--- src/rtl/ddfs_pkg.sv ---
// Shared types and defaults for the multi-channel DDFS ROM scheduler.
// Latency: n/a (declarations only).
// Backpressure: n/a.
package ddfs_pkg;

    localparam int DEF_NUM_CH      = 4;
    localparam int DEF_PHASE_WIDTH = 30;
    localparam int DEF_ADDR_WIDTH  = 11;
    localparam int DEF_DATA_WIDTH  = 16;

    // Unity gain in unsigned Q1.15.
    localparam logic [15:0] AMP_ONE = 16'h8000;

    typedef enum logic [1:0] {
        IDLE  = 2'd0,
        ISSUE = 2'd1,
        DRAIN = 2'd2
    } ddfs_state_t;

    // Index width that stays legal for a single channel.
    function automatic int idx_width(input int n);
        return (n > 1) ? $clog2(n) : 1;
    endfunction

endpackage

--- src/rtl/ddfs_rom_scheduler_if.sv ---
// Read port of the shared single-port sine ROM.
// Latency: ROM returns data one cycle after the address.
// Backpressure: none; the ROM accepts an address every cycle.
interface ddfs_rom_scheduler_if
    import ddfs_pkg::*;
#(
    parameter int ADDR_WIDTH = DEF_ADDR_WIDTH,
    parameter int DATA_WIDTH = DEF_DATA_WIDTH
);
    logic [ADDR_WIDTH-1:0] rom_addr;
    logic [DATA_WIDTH-1:0] rom_data;

    modport master (output rom_addr, input  rom_data);
    modport slave  (input  rom_addr, output rom_data);
endinterface

--- src/rtl/ddfs_phase_acc.sv ---
// One channel's phase accumulator: adds fccw on load, or clears when the channel is disabled.
// Latency: new phase visible the cycle after load_i.
// Backpressure: none; load_i is a single-cycle strobe.
module ddfs_phase_acc
    import ddfs_pkg::*;
#(
    parameter int PHASE_WIDTH = DEF_PHASE_WIDTH
) (
    input  logic                   clk,
    input  logic                   reset,
    input  logic                   load_i,
    input  logic                   en_i,
    input  logic [PHASE_WIDTH-1:0] fccw_i,
    output logic [PHASE_WIDTH-1:0] acc_o
);

    logic [PHASE_WIDTH-1:0] acc_q;
    logic [PHASE_WIDTH-1:0] acc_d;

    // Next phase: modulo add when enabled, restart from zero when disabled.
    always_comb begin
        acc_d = acc_q;
        if (load_i) begin
            acc_d = en_i ? (acc_q + fccw_i) : '0;
        end
    end

    // Phase register.
    always_ff @(posedge clk) begin
        if (reset) acc_q <= '0;
        else       acc_q <= acc_d;
    end

    assign acc_o = acc_q;

endmodule

--- src/rtl/ddfs_rom_scheduler.sv ---
// Time-shares one sine ROM across NUM_CH DDFS channels; optional gain stage under DDFS_AMP_SCALE_EN.
// Latency: channel k valid at tick+k+3 (tick+k+4 with gain stage); frame_done with the last channel.
// Backpressure: none; ticks arriving while busy are dropped and flagged in sticky overrun.
module ddfs_rom_scheduler
    import ddfs_pkg::*;
#(
    parameter int NUM_CH      = DEF_NUM_CH,
    parameter int PHASE_WIDTH = DEF_PHASE_WIDTH,
    parameter int ADDR_WIDTH  = DEF_ADDR_WIDTH,
    parameter int DATA_WIDTH  = DEF_DATA_WIDTH
) (
    input  logic                                   clk,
    input  logic                                   reset,
    input  logic                                   tick,
    input  logic [NUM_CH-1:0]                      en,
    input  logic [NUM_CH-1:0][PHASE_WIDTH-1:0]     fccw,
    input  logic [NUM_CH-1:0][PHASE_WIDTH-1:0]     pha,
`ifdef DDFS_AMP_SCALE_EN
    input  logic [NUM_CH-1:0][DATA_WIDTH-1:0]      amp,
`endif
    ddfs_rom_scheduler_if.master                   rom,
    output logic [NUM_CH-1:0][DATA_WIDTH-1:0]      ch_data,
    output logic [NUM_CH-1:0]                      ch_valid,
    output logic                                   frame_done,
    output logic                                   busy,
    output logic                                   overrun
);

    localparam int IDX_W = idx_width(NUM_CH);
    localparam logic [IDX_W-1:0] LAST_IDX = IDX_W'(NUM_CH - 1);
`ifdef DDFS_AMP_SCALE_EN
    localparam logic [0:0] DRAIN_LAST = 1'b1;   // two drain cycles cover the gain stage
`else
    localparam logic [0:0] DRAIN_LAST = 1'b0;
`endif

    ddfs_state_t                          state_q, state_d;
    logic [IDX_W-1:0]                     idx_q, idx_d;
    logic [0:0]                           drain_q, drain_d;
    logic                                 accept;
    logic                                 overrun_q;
    logic [NUM_CH-1:0]                    en_q;
    logic [NUM_CH-1:0][PHASE_WIDTH-1:0]   acc_w;
    logic [PHASE_WIDTH-1:0]               addr_sum;

    logic                                 iss_vld_q;
    logic [IDX_W-1:0]                     iss_idx_q;
    logic                                 out_vld;
    logic [IDX_W-1:0]                     out_idx;
    logic [DATA_WIDTH-1:0]                out_dat;

    logic [NUM_CH-1:0][DATA_WIDTH-1:0]    ch_data_q;
    logic [NUM_CH-1:0]                    ch_valid_q;
    logic                                 frame_done_q;

    genvar g;
    generate
        for (g = 0; g < NUM_CH; g++) begin : g_acc
            ddfs_phase_acc #(.PHASE_WIDTH(PHASE_WIDTH)) u_acc (
                .clk    (clk),
                .reset  (reset),
                .load_i (accept),
                .en_i   (en[g]),
                .fccw_i (fccw[g]),
                .acc_o  (acc_w[g])
            );
        end
    endgenerate

    // FSM state, issue index and drain counter registers.
    always_ff @(posedge clk) begin
        if (reset) begin
            state_q <= IDLE;
            idx_q   <= '0;
            drain_q <= '0;
        end else begin
            state_q <= state_d;
            idx_q   <= idx_d;
            drain_q <= drain_d;
        end
    end

    // Frame sequencing: accept tick in IDLE, walk channels in ISSUE, let the pipe empty in DRAIN.
    always_comb begin
        state_d = state_q;
        idx_d   = idx_q;
        drain_d = drain_q;
        accept  = 1'b0;
        case (state_q)
            IDLE: begin
                if (tick) begin
                    accept  = 1'b1;
                    idx_d   = '0;
                    state_d = ISSUE;
                end
            end
            ISSUE: begin
                if (idx_q == LAST_IDX) begin
                    drain_d = '0;
                    state_d = DRAIN;
                end else begin
                    idx_d = idx_q + 1'b1;
                end
            end
            DRAIN: begin
                if (drain_q == DRAIN_LAST) state_d = IDLE;
                else                       drain_d = drain_q + 1'b1;
            end
            default: state_d = IDLE;
        endcase
    end

    // ROM address: top bits of the offset phase for the channel being issued, zero otherwise.
    always_comb begin
        addr_sum     = acc_w[idx_q] + pha[idx_q];
        rom.rom_addr = '0;
        if (state_q == ISSUE) rom.rom_addr = addr_sum[PHASE_WIDTH-1 -: ADDR_WIDTH];
    end

    // Sticky overrun: any tick landing outside IDLE is dropped.
    always_ff @(posedge clk) begin
        if (reset)                          overrun_q <= 1'b0;
        else if (tick && state_q != IDLE)   overrun_q <= 1'b1;
    end

    // Per-frame channel enables, frozen at the accepted tick.
    always_ff @(posedge clk) begin
        if (reset)       en_q <= '0;
        else if (accept) en_q <= en;
    end

    // Tag the ROM read in flight so its data can be steered one cycle later.
    always_ff @(posedge clk) begin
        if (reset) begin
            iss_vld_q <= 1'b0;
            iss_idx_q <= '0;
        end else begin
            iss_vld_q <= (state_q == ISSUE);
            iss_idx_q <= idx_q;
        end
    end

`ifdef DDFS_AMP_SCALE_EN
    logic [NUM_CH-1:0][DATA_WIDTH-1:0]    amp_q;
    logic signed [2*DATA_WIDTH:0]         prod_q;
    logic signed [2*DATA_WIDTH:0]         prod_shr;
    logic                                 s1_vld_q;
    logic [IDX_W-1:0]                     s1_idx_q;
    localparam logic signed [2*DATA_WIDTH:0] SAT_MAX = {{(DATA_WIDTH+2){1'b0}}, {(DATA_WIDTH-1){1'b1}}};
    localparam logic signed [2*DATA_WIDTH:0] SAT_MIN = {{(DATA_WIDTH+2){1'b1}}, {(DATA_WIDTH-1){1'b0}}};

    // Per-frame gains, frozen at the accepted tick.
    always_ff @(posedge clk) begin
        if (reset)       amp_q <= '0;
        else if (accept) amp_q <= amp;
    end

    // Gain multiply: signed sample times unsigned Q1.(DATA_WIDTH-1) gain.
    always_ff @(posedge clk) begin
        if (reset) begin
            s1_vld_q <= 1'b0;
            s1_idx_q <= '0;
            prod_q   <= '0;
        end else begin
            s1_vld_q <= iss_vld_q;
            s1_idx_q <= iss_idx_q;
            if (iss_vld_q) begin
                prod_q <= en_q[iss_idx_q]
                        ? $signed(rom.rom_data) * $signed({1'b0, amp_q[iss_idx_q]})
                        : '0;
            end
        end
    end

    // Rescale and saturate the product back to sample width.
    always_comb begin
        prod_shr = prod_q >>> (DATA_WIDTH - 1);
        out_vld  = s1_vld_q;
        out_idx  = s1_idx_q;
        out_dat  = prod_shr[DATA_WIDTH-1:0];
        if (prod_shr > SAT_MAX)      out_dat = SAT_MAX[DATA_WIDTH-1:0];
        else if (prod_shr < SAT_MIN) out_dat = SAT_MIN[DATA_WIDTH-1:0];
    end
`else
    // Raw ROM data, forced to zero for disabled channels.
    always_comb begin
        out_vld = iss_vld_q;
        out_idx = iss_idx_q;
        out_dat = en_q[iss_idx_q] ? rom.rom_data : '0;
    end
`endif

    // Output registers: update one channel per cycle and pulse its valid.
    always_ff @(posedge clk) begin
        if (reset) begin
            ch_data_q    <= '0;
            ch_valid_q   <= '0;
            frame_done_q <= 1'b0;
        end else begin
            ch_valid_q   <= '0;
            frame_done_q <= 1'b0;
            if (out_vld) begin
                ch_data_q[out_idx]  <= out_dat;
                ch_valid_q[out_idx] <= 1'b1;
                frame_done_q        <= (out_idx == LAST_IDX);
            end
        end
    end

    assign ch_data    = ch_data_q;
    assign ch_valid   = ch_valid_q;
    assign frame_done = frame_done_q;
    assign busy       = (state_q != IDLE);
    assign overrun    = overrun_q;

endmodule

--- src/flat_wrapper.sv ---
// flat-port wrapper written by rule: the top's interface ports become plain ports
module ddfs_rom_scheduler_flat import ddfs_pkg::*;
#(
    parameter int NUM_CH      = DEF_NUM_CH,
    parameter int PHASE_WIDTH = DEF_PHASE_WIDTH,
    parameter int ADDR_WIDTH  = DEF_ADDR_WIDTH,
    parameter int DATA_WIDTH  = DEF_DATA_WIDTH
)
  (clk, reset, tick, en, fccw, pha, ch_data, ch_valid, frame_done, busy, overrun, rom_rom_addr, rom_rom_data);
  ddfs_rom_scheduler_if #(.ADDR_WIDTH(ADDR_WIDTH), .DATA_WIDTH(DATA_WIDTH)) rom_i ();
  input  logic clk;
  input  logic reset;
  input  logic tick;
  input  logic [NUM_CH-1:0] en;
  input  logic [NUM_CH-1:0][PHASE_WIDTH-1:0] fccw;
  input  logic [NUM_CH-1:0][PHASE_WIDTH-1:0] pha;
  output logic [NUM_CH-1:0][DATA_WIDTH-1:0] ch_data;
  output logic [NUM_CH-1:0] ch_valid;
  output logic frame_done;
  output logic busy;
  output logic overrun;
  output wire logic [$bits(rom_i.rom_addr)-1:0] rom_rom_addr;
  input wire logic [$bits(rom_i.rom_data)-1:0] rom_rom_data;
  assign rom_rom_addr = rom_i.rom_addr;
  assign rom_i.rom_data = rom_rom_data;
  ddfs_rom_scheduler #(.NUM_CH(NUM_CH), .PHASE_WIDTH(PHASE_WIDTH), .ADDR_WIDTH(ADDR_WIDTH), .DATA_WIDTH(DATA_WIDTH)) u_core (.clk(clk), .reset(reset), .tick(tick), .en(en), .fccw(fccw), .pha(pha), .rom(rom_i), .ch_data(ch_data), .ch_valid(ch_valid), .frame_done(frame_done), .busy(busy), .overrun(overrun));
endmodule
--- config.mk ---
export PLATFORM = sky130hd
export DESIGN_NAME = ddfs_rom_scheduler_flat
export DESIGN_NICKNAME = d
export VERILOG_FILES = /design/src/rtl/ddfs_pkg.sv /design/src/rtl/ddfs_rom_scheduler_if.sv /design/src/rtl/ddfs_phase_acc.sv /design/src/rtl/ddfs_rom_scheduler.sv /design/src/flat_wrapper.sv
export SDC_FILE = /design/constraint.sdc
export NUM_CORES = 1
export LEC_CHECK = 0
export ABC_AREA = 1
export CAP_MARGIN = 20
export CORE_AREA = 2 2 245 247
export CTS_CLUSTER_SIZE = 30
export DETAILED_ROUTE_END_ITERATION = 12
export DIE_AREA = 0 0 247 249
export PLACE_DENSITY = 0.59
export SLEW_MARGIN = 20
export SYNTH_ARGS = -nofsm -noshare
export SYNTH_HDL_FRONTEND = slang
export SYNTH_SLANG_ARGS = --single-unit
--- constraint.sdc ---
create_clock -name clk -period 4.87 [get_ports clk]
set_input_delay 0.487 -clock clk [delete_from_list [all_inputs] [get_ports clk]]
set_output_delay 0.487 -clock clk [all_outputs]
set_load 0.03 [all_outputs]
==> impl_metrics.xml <==
<?xml version="1.0" encoding="UTF-8"?>
<metrics>
  <group name="routing">
    <metric name="post-route-drc-count" unit="">0</metric>
    <metric name="dr.pass1.iters" unit="">7</metric>
    <metric name="drtAntennaViolNets" unit="">0</metric>
    <metric name="wire_per_inst" unit="um">18.8</metric>
    <metric name="drt_wl_total" unit="um">75000</metric>
    <metric name="vias" unit="">20600</metric>
    <metric name="post_drt_via_cell_ratio" unit="">5.15</metric>
    <metric name="drt_iter0_drc" unit="">1831</metric>
  </group>
  <group name="worst_setup_path">
    <metric name="critical_path_peak_fanout" unit="">50</metric>
    <metric name="reg2reg_from" unit="">u_core.state_q[1]</metric>
    <metric name="data_required_critical_path" unit="ns">4.38</metric>
    <metric name="critical_path.startpoint" unit="">u_core.idx_q[0]</metric>
    <metric name="critPathArrivalTime" unit="ns">4.13</metric>
    <metric name="critPathCaptureType" unit="">output port</metric>
    <metric name="timing_worst_setup_path_type" unit="">register to output port</metric>
    <metric name="reg2regPathDepth" unit="">8</metric>
    <metric name="setup.worst_path.start_class" unit="">register</metric>
  </group>
  <group name="global_routing">
    <metric name="track_usage" unit="%">24.1</metric>
    <metric name="number_of_antenna_violations_at_the_first_check_in_global_routing" unit="">7</metric>
    <metric name="grt_overflow" unit="">0</metric>
    <metric name="first_pass_grt_wire_length" unit="um">113000</metric>
    <metric name="grt_max_degree" unit="">88</metric>
    <metric name="grt_pass1_vias" unit="">19100</metric>
  </group>
  <group name="cells_and_area">
    <metric name="share_of_final_layout_standard_cells_stronger_than_drive_strength_1" unit="%">4.89</metric>
    <metric name="fin_cells" unit="">3991</metric>
    <metric name="multiInputGateArea" unit="sq um">12100</metric>
    <metric name="sequential_cell_area" unit="sq um">4010</metric>
    <metric name="postLayoutCellArea" unit="sq um">22400</metric>
    <metric name="fillCellCount" unit="">6413</metric>
    <metric name="area.growth.synth_to_final" unit="%">27.7</metric>
    <metric name="postLayoutCoreUtil" unit="%">38.1</metric>
    <metric name="nets" unit="">3610</metric>
  </group>
  <group name="die">
    <metric name="placeableCoreArea" unit="sq um">58700</metric>
    <metric name="floorplan.die_area" unit="sq um">61500</metric>
    <metric name="chipWidth" unit="um">247</metric>
    <metric name="die_h" unit="um">249</metric>
    <metric name="effective_utilization_at_floorplan" unit="%">29.9</metric>
    <metric name="row_count" unit="">89</metric>
    <metric name="ioPinCount" unit="">345</metric>
  </group>
  <group name="yosys">
    <metric name="postSynth.asyncResetShare" unit="%">0</metric>
    <metric name="synth_top_area_cell" unit="">sky130_fd_sc_hd__dfxtp_1</metric>
    <metric name="synth_nets" unit="">3325</metric>
    <metric name="synth_enable_flop_cells" unit="">0</metric>
    <metric name="ys_types" unit="">46</metric>
    <metric name="post-synth-top-count-cell" unit="">sky130_fd_sc_hd__nand2_1</metric>
    <metric name="seq_area_frac_synth" unit="%">22.8</metric>
    <metric name="synth_top_cells_by_area" unit="">sky130_fd_sc_hd__dfxtp_1, sky130_fd_sc_hd__nand2_1, sky130_fd_sc_hd__ha_1</metric>
    <metric name="netlist_area" unit="sq um">17500</metric>
    <metric name="syn_inst" unit="">2913</metric>
    <metric name="synthesis.yosys.warnings" unit="">0</metric>
    <metric name="yosys-top-cells-count" unit="">sky130_fd_sc_hd__nand2_1, sky130_fd_sc_hd__a21oi_1, sky130_fd_sc_hd__nor2_1, sky130_fd_sc_hd__o21ai_0, sky130_fd_sc_hd__inv_1</metric>
    <metric name="synth_top_area_share" unit="%">22.8</metric>
    <metric name="synth-main-ff-cell" unit="">sky130_fd_sc_hd__dfxtp_1</metric>
    <metric name="post_synthesis_mean_instance_area" unit="sq um">6.02</metric>
    <metric name="yosys_register_bits" unit="">200</metric>
  </group>
  <group name="sta">
    <metric name="timing.final.max_slew_violations" unit="">0</metric>
    <metric name="final.period_utilization" unit="%">94.7</metric>
    <metric name="setup_viol" unit="">0</metric>
    <metric name="hold_viol_final" unit="">0</metric>
    <metric name="fin_skew" unit="ns">0.0150</metric>
    <metric name="final.setup.tns" unit="ns">0</metric>
    <metric name="tightestPinTransition" unit="ns">0.960</metric>
    <metric name="maxClockFrequency" unit="MHz">217</metric>
    <metric name="shortest_period_the_worst_path_allows" unit="ns">4.61</metric>
    <metric name="slew_headroom" unit="%">35.9</metric>
    <metric name="rsz0062_at_grt" unit="">false</metric>
  </group>
  <group name="power">
    <metric name="p_leak" unit="nW">9.98</metric>
    <metric name="power_per_cell_area" unit="nW/um^2">257</metric>
    <metric name="worst_supply_voltage_drop_on_vdd" unit="mV">0.317</metric>
    <metric name="power_frac_seq" unit="%">31.5</metric>
    <metric name="power_frac_clock" unit="%">27.3</metric>
    <metric name="share_comb_of_total_power" unit="%">41.2</metric>
    <metric name="power.internal" unit="mW">3.28</metric>
    <metric name="netSwitchingFraction" unit="%">43.0</metric>
    <metric name="netSwitchingPower" unit="mW">2.47</metric>
  </group>
  <group name="outcome">
    <metric name="run_status" unit="">complete, no violations</metric>
  </group>
  <group name="clocking">
    <metric name="cts_max_level" unit="">4</metric>
    <metric name="cts_inserted_buffers" unit="">17</metric>
    <metric name="cts_hold_buf" unit="">0</metric>
    <metric name="cts.clk_slew.worst_paths" unit="ns">0.09</metric>
    <metric name="ctsLongestPathBuffers" unit="">2</metric>
    <metric name="tritoncts_num_sinks" unit="">200</metric>
    <metric name="insertion_delay" unit="ns">0.52</metric>
    <metric name="clock-root-buffer" unit="">sky130_fd_sc_hd__clkbuf_16</metric>
    <metric name="cts_tree" unit="">done</metric>
  </group>
  <group name="worst_hold_path">
    <metric name="hold_path_startpoint" unit="">reset</metric>
    <metric name="min-delay-path-class" unit="">input port to register</metric>
    <metric name="hold_path_depth" unit="">2</metric>
  </group>
  <group name="placement">
    <metric name="placed_area" unit="sq um">21700</metric>
    <metric name="numPlacedInstances" unit="">3952</metric>
    <metric name="placer_congestion_estimate" unit="">0.970</metric>
    <metric name="io_port_bufs" unit="">344</metric>
    <metric name="hpwl" unit="um">60600</metric>
  </group>
  <group name="run">
    <metric name="drv.max_cap_violation_count" unit="">0</metric>
  </group>
</metrics>
==> worst max-delay path: stages, from the launching register on <==
cell                              delay (ns)
sky130_fd_sc_hd__dfxtp_4                0.43
sky130_fd_sc_hd__inv_4                  0.16
sky130_fd_sc_hd__buf_12                 0.23
sky130_fd_sc_hd__o21ai_0                0.35
sky130_fd_sc_hd__o22ai_1                0.12
sky130_fd_sc_hd__ha_1                   0.34
sky130_fd_sc_hd__nand2_1                0.11
sky130_fd_sc_hd__nor2_1                 0.17
sky130_fd_sc_hd__nand3_1                0.11
sky130_fd_sc_hd__o21ai_2                0.27
sky130_fd_sc_hd__nand2_1                0.11
sky130_fd_sc_hd__nand3_1                0.08
sky130_fd_sc_hd__nand2_1                0.05
sky130_fd_sc_hd__nor2_1                 0.31
sky130_fd_sc_hd__clkdlybuf4s50_1        0.76
==> path summary, 6_finish.rpt <==
kind                                                        end  slack, ns
worst max-delay path                            rom_rom_addr[0]       0.26
worst min-delay path                             u_core.overrun       0.46
worst max register to register  u_core.g_acc[0].u_acc.acc_o[12]       2.08
worst min register to register                   u_core.overrun       0.47
==> flip-flops by register name, summed over array words and instances, names as in the netlist, 2 cells and up <==
name,cells
u_core.ch_valid,3
u_core.idx_q,2
u_core.ch_data,64
u_core.g_acc.u_acc.acc_o,120
u_core.iss_idx_q,2
u_core.state_q,2
u_core.en_q,4
==> logic make-up (layout without fill, tap and decap cells) <==
family                     count (synthesis)  count (layout)  share of synthesized area (%)
AOI/OAI and AO/OA                        762             762                           23.0
xor gates and xnor gates                   9               9                          0.449
adders and majority gates                149             149                           10.8
buffers and inverters                    374             672                           8.37
DFF                                      200             200                           22.8
other                                      0               7                              0
and+or+nand+nor                         1419            1419                           34.6
==> power groups by stage <==
| stage | clock (mW) | combinational [mW] | sequential, mW |
|---|---|---|---|
| after floorplan | 0 | 1.48 | 1.82 |
| after global placement | 0 | 2.34 | 1.85 |
| after detailed placement | 0 | 2.34 | 1.85 |
| after CTS | 1.62 | 2.35 | 1.81 |
| after global routing | 1.66 | 2.62 | 1.82 |
| final | 1.57 | 2.37 | 1.81 |
==> layout by cell type (no fill, tap or decap), types with 7 or more instances in the layout <==
cell type / n
sky130_fd_sc_hd__a21o_1: 13
sky130_fd_sc_hd__a21oi_1: 358
sky130_fd_sc_hd__buf_4: 14
sky130_fd_sc_hd__clkbuf_16: 17
sky130_fd_sc_hd__clkdlybuf4s50_1: 334
sky130_fd_sc_hd__dfxtp_1: 198
sky130_fd_sc_hd__diode_2: 7
sky130_fd_sc_hd__dlymetal6s2s_1: 9
sky130_fd_sc_hd__ha_1: 145
sky130_fd_sc_hd__inv_1: 269
sky130_fd_sc_hd__inv_2: 7
sky130_fd_sc_hd__nand2_1: 734
sky130_fd_sc_hd__nand2_2: 27
sky130_fd_sc_hd__nand3_1: 189
sky130_fd_sc_hd__nand3_2: 7
sky130_fd_sc_hd__nand3b_1: 20
sky130_fd_sc_hd__nand4_1: 32
sky130_fd_sc_hd__nor2_1: 320
sky130_fd_sc_hd__nor2_2: 9
sky130_fd_sc_hd__nor3_1: 29
sky130_fd_sc_hd__o21ai_0: 285
sky130_fd_sc_hd__o21bai_1: 13
sky130_fd_sc_hd__o22ai_1: 61
sky130_fd_sc_hd__or2_2: 30
==> cell type report <==
cell class                      instances  share of cell area, %
Inverter                              279                   4.71
Clock buffer                           18                   1.92
Sequential cell                       200                   17.9
Multi-Input combinational cell       2339                   54.0
Timing Repair Buffer                  361                   16.3
Clock inverter                         14                  0.849
Antenna cell                            7                 0.0782
Tap cell                              773                   4.32
==> repair_timing <==
action	CTS	global route
resized for setup	0	12
endpoints found under the setup margin	0	9
setup buffers	0	0
==> metal layers <==
metal / part of all wire [%] / track usage [%]
met2: 45 / 38.6
met4: 3.9 / 10.4
met5: 0.017 / 0
met3: 6.2 / 3.84
met1: 45 / 31.7
==> stage by stage <==
stage	setup slack (ns)	hold WS (ns)	total power [mW]
finish	0.256	0.465	5.76
global route	0.0489	0.491	6.10
CTS	0.0167	0.426	5.77
detailed placement	0.594	0.460	4.18
global placement	0.599	0.450	4.18
floorplan	1.70	0.444	3.30
No activity file was read; power rests on OpenSTA's default activity.
